<file path="config.mk">
export PLATFORM = sky130hd
export DESIGN_NAME = uart_tx_arbiter
export DESIGN_NICKNAME = d
export VERILOG_FILES = /design/src/rtl/uart_pkg.sv /design/src/rtl/uart_tx_arbiter_rr_pick.sv /design/src/rtl/uart_tx_arbiter.sv
export SDC_FILE = /design/constraint.sdc
export NUM_CORES = 1
export LEC_CHECK = 0
export ABC_AREA = 1
export ABC_CLOCK_PERIOD_IN_PS = 1940
export BUFFER_PORTS_ARGS = -buffer_cell sky130_fd_sc_hd__buf_2
export CAP_MARGIN = 20
export CELL_PAD_IN_SITES_DETAIL_PLACEMENT = 2
export CELL_PAD_IN_SITES_GLOBAL_PLACEMENT = 2
export CORE_MARGIN = 8
export CORE_UTILIZATION = 26
export CTS_BUF_LIST = sky130_fd_sc_hd__clkbuf_8
export CTS_CLUSTER_SIZE = 28
export DETAILED_ROUTE_END_ITERATION = 12
export PLACE_DENSITY = 0.85
export SLEW_MARGIN = 10
export SYNTH_ARGS = -nofsm -noshare
export SYNTH_HDL_FRONTEND = slang
export SYNTH_SLANG_ARGS = --single-unit
</file>
<file path="constraint.sdc">
create_clock -name clk_100MHz -period 1.94 [get_ports clk_100MHz]
set_clock_uncertainty 0.2 [all_clocks]
set_input_delay 0.194 -clock clk_100MHz [delete_from_list [all_inputs] [get_ports clk_100MHz]]
set_output_delay 0.194 -clock clk_100MHz [all_outputs]
set_load 0.03 [all_outputs]
</file>
<file path="src/rtl/uart_pkg.sv">
`default_nettype none
// ============================================================================
// Module      : uart_pkg
// Description : Shared definitions for the UART transmit arbiter: default byte
//               width, arbiter state encoding and an index-width helper.
// Revision    : 1.0 - initial release
// ============================================================================
package uart_pkg;

  // Byte width used by uart_top
  localparam int DEFAULT_DATA_BITS = 8;

  // Arbiter states: waiting for a requester, or serving one packet
  typedef enum logic [0:0] {
    ARB_IDLE = 1'b0,
    ARB_SEND = 1'b1
  } arb_state_e;

  // Number of bits needed to index n items
  function automatic int idx_w(input int n);
    return $clog2(n);
  endfunction

endpackage
`default_nettype wire

</file>
<file path="src/rtl/uart_tx_arbiter_rr_pick.sv">
`default_nettype none
// ============================================================================
// Module      : rr_pick
// Description : Combinational rotate-priority picker. Returns the first set bit
//               of req, searching upward from rr_ptr with wrap-around.
// Revision    : 1.0 - initial release
// ============================================================================
module rr_pick
  import uart_pkg::*;
#(
  parameter int NUM_REQ = 4,
  parameter int IDX_W   = idx_w(NUM_REQ)
) (
  input  logic [NUM_REQ-1:0] req,
  input  logic [IDX_W-1:0]   rr_ptr,
  output logic               found,
  output logic [IDX_W-1:0]   idx
);

  // One extra bit so rr_ptr + offset cannot overflow before the modulo fold
  localparam logic [IDX_W:0] C_NUM_REQ = (IDX_W + 1)'(NUM_REQ);

  logic [IDX_W:0] cand;

  // Walk the candidates in rotated order; the first requesting one wins
  always_comb begin
    found = 1'b0;
    idx   = '0;
    cand  = '0;
    for (int k = 0; k < NUM_REQ; k++) begin
      cand = {1'b0, rr_ptr} + (IDX_W + 1)'(k);
      if (cand >= C_NUM_REQ) begin
        cand = cand - C_NUM_REQ;
      end
      if (!found && req[cand[IDX_W-1:0]]) begin
        found = 1'b1;
        idx   = cand[IDX_W-1:0];
      end
    end
  end

endmodule
`default_nettype wire

</file>
<file path="src/rtl/uart_tx_arbiter.sv">
`default_nettype none
// ============================================================================
// Module      : uart_tx_arbiter
// Description : Packet-atomic round-robin arbiter sharing the uart_top transmit
//               FIFO write port among NUM_REQ byte-stream requesters. A granted
//               requester that stops presenting data for STALL_LIMIT cycles has
//               its packet aborted and is reported through stall_err/err_id.
// Revision    : 1.0 - initial release
// ============================================================================
module uart_tx_arbiter
  import uart_pkg::*;
#(
  parameter int NUM_REQ     = 4,
  parameter int DATA_BITS   = DEFAULT_DATA_BITS,
  parameter int STALL_LIMIT = 1024
) (
  input  logic                           clk_100MHz,
  input  logic                           reset,
  input  logic [NUM_REQ-1:0]             req_valid,
  input  logic [NUM_REQ*DATA_BITS-1:0]   req_data,
  input  logic [NUM_REQ-1:0]             req_last,
  output logic [NUM_REQ-1:0]             req_ready,
  input  logic                           tx_full,
  output logic                           write_uart,
  output logic [DATA_BITS-1:0]           write_data,
  output logic [idx_w(NUM_REQ)-1:0]      grant_id,
  output logic                           busy,
  output logic                           stall_err,
  output logic [idx_w(NUM_REQ)-1:0]      err_id
);

  localparam int IDX_W = idx_w(NUM_REQ);
  localparam int CNT_W = idx_w(STALL_LIMIT);

  localparam logic [IDX_W-1:0] C_LAST_IDX  = IDX_W'(NUM_REQ - 1);
  localparam logic [CNT_W-1:0] C_CNT_LIMIT = CNT_W'(STALL_LIMIT - 1);

  arb_state_e       state_q,     state_d;
  logic [IDX_W-1:0] rr_ptr_q,    rr_ptr_d;
  logic [IDX_W-1:0] grant_q,     grant_d;
  logic [CNT_W-1:0] cnt_q,       cnt_d;
  logic             stall_err_q, stall_err_d;
  logic [IDX_W-1:0] err_id_q,    err_id_d;

  logic             in_send;
  logic             sel_valid;
  logic             sel_last;
  logic             xfer;
  logic [IDX_W-1:0] next_ptr;
  logic             pick_found;
  logic [IDX_W-1:0] pick_idx;

  rr_pick #(
    .NUM_REQ (NUM_REQ),
    .IDX_W   (IDX_W)
  ) u_rr_pick (
    .req    (req_valid),
    .rr_ptr (rr_ptr_q),
    .found  (pick_found),
    .idx    (pick_idx)
  );

  assign in_send   = (state_q == ARB_SEND);
  assign sel_valid = req_valid[grant_q];
  assign sel_last  = req_last[grant_q];
  assign xfer      = in_send & sel_valid & ~tx_full;
  // The requester after the current grantee gets first look next time
  assign next_ptr  = (grant_q == C_LAST_IDX) ? '0 : grant_q + IDX_W'(1);

  // Zero-latency lane mux from the granted requester to the FIFO write port
  always_comb begin
    req_ready = '0;
    if (in_send) begin
      req_ready[grant_q] = ~tx_full;
    end
  end

  assign write_uart = xfer;
  assign write_data = req_data[grant_q*DATA_BITS +: DATA_BITS];

  // Next-state logic: arbitration, packet end, stall counting and abort
  always_comb begin
    state_d     = state_q;
    rr_ptr_d    = rr_ptr_q;
    grant_d     = grant_q;
    cnt_d       = cnt_q;
    stall_err_d = 1'b0;
    err_id_d    = err_id_q;
    unique case (state_q)
      ARB_IDLE: begin
        if (pick_found) begin
          grant_d = pick_idx;
          cnt_d   = '0;
          state_d = ARB_SEND;
        end
      end
      ARB_SEND: begin
        if (xfer) begin
          // A transfer always beats the stall limit, even on the limit cycle
          cnt_d = '0;
          if (sel_last) begin
            state_d  = ARB_IDLE;
            rr_ptr_d = next_ptr;
          end
        end else if (cnt_q == C_CNT_LIMIT) begin
          stall_err_d = 1'b1;
          err_id_d    = grant_q;
          state_d     = ARB_IDLE;
          rr_ptr_d    = next_ptr;
        end else if (!sel_valid) begin
          // Only a silent requester counts; FIFO back-pressure holds the count
          cnt_d = cnt_q + CNT_W'(1);
        end
      end
      default: begin
        state_d = ARB_IDLE;
      end
    endcase
  end

  // State registers with synchronous reset
  always_ff @(posedge clk_100MHz) begin
    if (reset) begin
      state_q     <= ARB_IDLE;
      rr_ptr_q    <= '0;
      grant_q     <= '0;
      cnt_q       <= '0;
      stall_err_q <= 1'b0;
      err_id_q    <= '0;
    end else begin
      state_q     <= state_d;
      rr_ptr_q    <= rr_ptr_d;
      grant_q     <= grant_d;
      cnt_q       <= cnt_d;
      stall_err_q <= stall_err_d;
      err_id_q    <= err_id_d;
    end
  end

  assign grant_id  = grant_q;
  assign busy      = in_send;
  assign stall_err = stall_err_q;
  assign err_id    = err_id_q;

endmodule
`default_nettype wire

</file>
# Word-level counts from Yosys, hierarchy flattened

Cells that the tools add are included.

Output and inout port bits: 19
Input bits: 43
Word-level logic and storage cells: 93
Register bits: 18

Shifts and indexed selects: 1
Mux-type cells: 42
Magnitude comparators: 10
Add/subtract/negate cells: 9
Reductions and logical operators: 13
Equality and inequality tests: 6
Bitwise logic cells: 6

Operators by type and width:

| cell                                                 | count |
|---|---|
| 2-to-1 mux 10 bit                                    | 4 |
| variable part select 32 x 6 -> 8 bit                 | 1 |
| 2-to-1 mux 2 bit                                     | 12 |
| one-hot mux 10 bit (2 select lines)                  | 1 |
| 2-to-1 mux 1 bit                                     | 16 |
| < comparator 2 x 3 -> 1 bit (second input constant)  | 5 |
| binary-select mux 1 bit (select 2 bit)               | 6 |
| adder 10 x 1 -> 10 bit (second input constant)       | 1 |
| equality test 10 bit (second input constant)         | 1 |
| >= comparator 3 bit (second input constant)          | 3 |
| AND reduction 3 bit                                  | 3 |
| subtractor 2 x 1 -> 2 bit (second input constant)    | 4 |
| adder 2 x 2 -> 3 bit (second input constant)         | 2 |
| != test 3 bit (second input constant)                | 2 |
| bitwise AND 4 bit                                    | 1 |
| logical AND 1 bit                                    | 4 |
| 2-to-1 mux 4 bit                                     | 1 |
| adder 2 x 1 -> 3 bit (second input constant)         | 1 |
| >= comparator 2 x 3 -> 1 bit (second input constant) | 1 |
| logical NOT 1 bit                                    | 3 |
| inverter 1 bit                                       | 3 |
| OR reduction 3 bit                                   | 1 |
| adder 2 x 1 -> 2 bit (second input constant)         | 1 |
| bitwise AND 1 bit                                    | 2 |
| 8 further kinds                                      | 8 |

# Depth between registers and ports, before layout

Depth in word-level cells: 16
Depth in mapped cells: 12
Depth with buffers taken out: 11

# Hierarchy

A second synthesis with hierarchy kept.

Cells, all modules: 293
Area total of the unflattened synthesis: 1727.9 µm²

By module, submodules not included:

| module          | cells each | instances | seq. area each (µm²) | area each (µm²) |
|---|---|---|---|---|
| uart_tx_arbiter | 234        | 1         | 360.3                | 1408.9 |
| rr_pick         | 59         | 1         | 0.0                  | 319.1 |

# Worst setup path after synthesis

Ideal clock, no wire load.

Kind: reg2out
Start point: reg grant_q[0] (netlist: grant_id[0])
End point: out write_data[1]
Path buffers: 2
Stages on the path, launching flop included: 5
Data arrival time: 1.660 ns
Data required time: 1.546 ns
Path slack: -0.114 ns
Cells stage by stage: dfxtp_1 > buf_6 > clkbuf_1 > o21ai_0 > o22ai_1

Word-level cells in the longest chain between the ends: 1

RTL lines:

| element                              | line                   | text |
|---|---|---|
| from (decl)                          | uart_tx_arbiter.sv:40  | `logic [IDX_W-1:0] grant_q, grant_d;` |
| from (signal assigned)               | uart_tx_arbiter.sv:133 | `grant_q <= grant_d;` |
| variable part select 32 x 6 -> 8 bit | uart_tx_arbiter.sv:79  | `assign write_data = req_data[grant_q*DATA_BITS +: DATA_BITS];` |
| to (decl)                            | uart_tx_arbiter.sv:25  | `output logic [DATA_BITS-1:0] write_data,` |

No other way between the ends.

# Worst setup path in the final report

Start point: reg grant_q[1] (netlist: grant_id[1])
End point: out req_ready[3]

Word-level cells in the longest chain between the ends: 6
Elaborated cells between the ends (all ways): 7
Those cells by class: 2 x order compare; 3 x mux; 1 x bitwise; 1 x reduce/logical

RTL lines:

| element                                                                                                  | line                  | text |
|---|---|---|
| < comparator 2 x 3 -> 1 bit (implied by the code) / >= comparator 2 x 1 -> 1 bit (equally long branches) | uart_tx_arbiter.sv:74 | `req_ready[grant_q] = ~tx_full;` |
| logical AND 1 bit (implied by the code)                                                                  | uart_tx_arbiter.sv:74 |  |
| 2-to-1 mux 1 bit (implied by the code)                                                                   | uart_tx_arbiter.sv:74 |  |
| demux 1 bit (select 2 bit) *                                                                             | uart_tx_arbiter.sv:74 |  |
| bitwise AND 4 bit (no line) *                                                                            | -                     |  |
| 2-to-1 mux 4 bit *                                                                                       | uart_tx_arbiter.sv:73 | `if (in_send) begin` |
| to (decl)                                                                                                | uart_tx_arbiter.sv:22 | `output logic [NUM_REQ-1:0] req_ready,` |

Every way passes the cells marked *; elsewhere a longest branch is shown, timed or not.

==> reports/qor.json <==
{
  "placed_design": {
    "placed_cell_area_um2": 2200,
    "dpl.hpwl_um": 5910,
    "placement.io_buffers": 61,
    "gp_routability_congestion": 0.776
  },
  "cts": {
    "ctsRootBufferMaster": "sky130_fd_sc_hd__clkbuf_8",
    "clkTransAtPathRegs_ps": 80,
    "clock_latency_ps": 270,
    "tritoncts_buffer_count": 3,
    "clockBufferDepth": 2,
    "cts.sinks": 18,
    "cts_hold_repair.buffers": 0,
    "cts.repair_timing.setup_buffer_count": 0,
    "cts-htree-levels": 1,
    "clock_tree_from_tritoncts": "done"
  },
  "floorplan": {
    "io-pin-count": 62,
    "die_boundary_height_um": 97.0,
    "std_cell_rows": 29,
    "initial_core_utilization_pct": 26.8,
    "full_die_area_um2": 9400,
    "design.core.area_um2": 6350,
    "die_width_um": 97.0
  },
  "final_layout": {
    "drive_above_1_share_pct": 41.7,
    "syn2layout_area_growth_pct": 35.4,
    "final_design_area_no_fill_um2": 2310,
    "finalNetCount": 394,
    "fillCellCount": 797,
    "num_antenna_cells": 0
  },
  "synthesis": {
    "synth.yosys.seq_area_share_pct": 21.1,
    "synth.most_common_cell": "sky130_fd_sc_hd__nand2_1",
    "synth_nets": 323,
    "synth.yosys.warnings": 0,
    "yosys.area.top_type_share_pct": 21.1,
    "syn-instance-count": 275,
    "syn-mean-instance-area_um2": 6.20,
    "yosys.cell_types.count": 31,
    "synth_enable_flop_cells": 0,
    "syn_area_um2": 1700,
    "synth_area_leader_cell": "sky130_fd_sc_hd__dfxtp_1",
    "postSynth.asyncResetShare_pct": 0,
    "synth_ff_type": "sky130_fd_sc_hd__dfxtp_1",
    "yosys_register_bits": 18,
    "synth_commonest_cells": "65 x sky130_fd_sc_hd__nand2_1, 43 x sky130_fd_sc_hd__nor2_1, 27 x sky130_fd_sc_hd__nand3_1",
    "leading_post_synthesis_cells_by_cell_area": "sky130_fd_sc_hd__dfxtp_1 21%, sky130_fd_sc_hd__nand2_1 14%, sky130_fd_sc_hd__nor2_1 9.5%"
  },
  "drt": {
    "initial_drc_count": 61,
    "routedWlPerCell_um": 18.1,
    "drt_via_density": 5.04,
    "routed-via-count": 2125,
    "drc_errors": 0,
    "drt_wl_total_um": 7650,
    "detail-route-antenna-nets": 0,
    "drt-pass1-iter-count": 4
  },
  "timing": {
    "period_share_pct": 100,
    "fmax_ghz": 0.515,
    "final_critical_path_setup_slack_ps": -2.57,
    "slew_limit_headroom_pct": 75.5,
    "timing.final.max_slew_violations": 0,
    "fin_hold_ws_ps": 74.5,
    "final-hold-violation-count": 0,
    "timing.final.setup_violations": 1,
    "min_period_ps": 1940,
    "tightest_slew_ps": 364
  },
  "critical_path": {
    "critPathKind": "reg2out",
    "start_kind": "flip-flop",
    "cp-end-kind": "output pin",
    "path_max_fanout": 9,
    "endpoint_of_the_lowest_slack_register_to_register_path": "cnt_q[3]$_SDFFE_PP0P_",
    "cp.required_ps": 1550,
    "worst-endpoint-arrival_ps": 1550,
    "reg2reg_from": "cnt_q[0]$_SDFFE_PP0P_",
    "reg2reg_setup_slack_ps": 70,
    "r2r_cells": 7
  },
  "global_route": {
    "vias_in_the_first_global_route": 2447,
    "overflow": 0,
    "grt_start_max_net_pins": 13,
    "grt_usage_pct": 15.6,
    "grt_first_pass_wirelength_um": 12300,
    "antenna_found_initial": 0
  },
  "power_and_ir_drop": {
    "power.density_nw_per_um2": 563,
    "power.clock.fraction_pct": 25.7,
    "power.combinational.fraction_pct": 43.0,
    "ir_drop_mv": 0.231,
    "power_frac_seq_pct": 31.3,
    "net_switching_power_mw": 0.539,
    "intPower_mw": 0.761,
    "power.share.switching_pct": 41.5,
    "leak_nw": 1.13
  },
  "run_status": {
    "violations_in_the_final_reports": "negative setup slack",
    "run_status": "finished, violations left"
  },
  "hold_path": {
    "worstHoldPathType": "in2reg",
    "worst_hold_startpoint": "reset",
    "worst_hold_path.endpoint": "cnt_q[4]$_SDFFE_PP0P_",
    "worstHoldPathCells": 2
  },
  "flow_run": {
    "cap_violations": 0
  }
}
worst max-delay path, stage by stage, from the launching register on:
cell and delay [ps]:
sky130_fd_sc_hd__dfxtp_2 430, sky130_fd_sc_hd__buf_4 200, sky130_fd_sc_hd__ha_1 180, sky130_fd_sc_hd__inv_1 60, sky130_fd_sc_hd__nor2_1 170, sky130_fd_sc_hd__buf_2 240
how the worst max path moves through the flow:
stage | startpoint | to | slack (ps) | cells after the start
floorplan | grant_id[0]$_SDFFE_PP0P_ | req_ready[2] | 10 | 5
global placement | rr_ptr_q[0]$_SDFFE_PP0P_ | cnt_q[2]$_SDFFE_PP0P_ | 80 | 9
detailed placement | rr_ptr_q[0]$_SDFFE_PP0P_ | cnt_q[0]$_SDFFE_PP0P_ | -1 | 9
CTS | grant_id[0]$_SDFFE_PP0P_ | req_ready[3] | 10 | 5
global route | busy$_SDFF_PP0_ | cnt_q[3]$_SDFFE_PP0P_ | -30 | 9
finish | grant_id[1]$_SDFFE_PP0P_ | req_ready[3] | -3 | 5
stage by stage:
stage	std cells	power [mW]	TNS [ps]	setup WS (ps)	util [%]
3_5_place_dp	418	0.956	-1.33	-1.33	34.7
3_3_place_gp	418	0.932	0	76.3	34.7
2_1_floorplan	275	0.770	0	14.4	-
5_1_grt	422	1.36	-60.3	-31.5	36.3
4_1_cts	422	1.30	0	13.2	35.7
6_report	422	1.30	-2.57	-2.57	36.3
power by group through the flow:
stage	Sequential [mW]	Clock [mW]	Combinational [mW]
2_1_floorplan	0.420	0	0.350
3_3_place_gp	0.411	0	0.520
3_5_place_dp	0.412	0	0.544
4_1_cts	0.405	0.338	0.553
5_1_grt	0.409	0.346	0.607
6_report	0.407	0.334	0.559
cells in the final DEF (no fill, tap or decap), types with 2 or more instances in the layout:
cell type / instances
sky130_fd_sc_hd__nor3_1: 2
sky130_fd_sc_hd__inv_1: 23
sky130_fd_sc_hd__nor2_1: 40
sky130_fd_sc_hd__nand3_1: 26
sky130_fd_sc_hd__a21oi_2: 8
sky130_fd_sc_hd__nand4_1: 3
sky130_fd_sc_hd__o22ai_2: 8
sky130_fd_sc_hd__clkbuf_8: 4
sky130_fd_sc_hd__buf_4: 15
sky130_fd_sc_hd__nor2_2: 3
sky130_fd_sc_hd__dfxtp_1: 12
sky130_fd_sc_hd__nand2_4: 2
sky130_fd_sc_hd__dfxtp_2: 6
sky130_fd_sc_hd__nand3_2: 12
sky130_fd_sc_hd__inv_2: 9
sky130_fd_sc_hd__o21ai_1: 2
sky130_fd_sc_hd__nand2_2: 7
sky130_fd_sc_hd__o21ai_0: 16
sky130_fd_sc_hd__ha_1: 4
sky130_fd_sc_hd__buf_2: 61
sky130_fd_sc_hd__nand2_1: 64
sky130_fd_sc_hd__a21oi_1: 5
logic make-up (layout without fill, tap and decap cells):
| family | after synthesis | count (layout) | share of synthesized area [%] |
|---|---|---|---|
| compound gates | 42 | 42 | 15.0 |
| flops | 18 | 18 | 21.1 |
| simple gates | 164 | 164 | 47.3 |
| buf+inv | 44 | 114 | 11.9 |
| fa+ha+maj | 5 | 5 | 3.67 |
| xor+xnor | 2 | 2 | 1.03 |
registers in the layout, indices dropped and copies added (netlist names):
name       flops
rr_ptr_q       2
cnt_q         10
stall_err      1
grant_id       2
busy           1
err_id         2
layout make-up:
cell class,instances,area (um^2),area share (%)
Clock buffer,4,55.1,2.39
Sequential cell,18,368,15.9
Inverter,33,129,5.59
Timing Repair Buffer,77,429,18.6
Tap cell,77,96.3,4.18
Multi-Input combinational cell,213,1230,53.3
layer usage:
layer	vias to the layer above	share of wire (%)	GRT usage [%]
met2	42	53	29.7
met5	-	0	0
li1	1032	-	-
met1	1038	42	16.4
met4	0	1.7	6.51
met3	13	3.2	2.63
what timing repair did:
item / CTS / global route
gates resized for setup: 4 / 13
setup endpoints to repair: 8 / 17
pin swaps: 0 / 1
No activity file was read; power rests on OpenSTA's default activity.
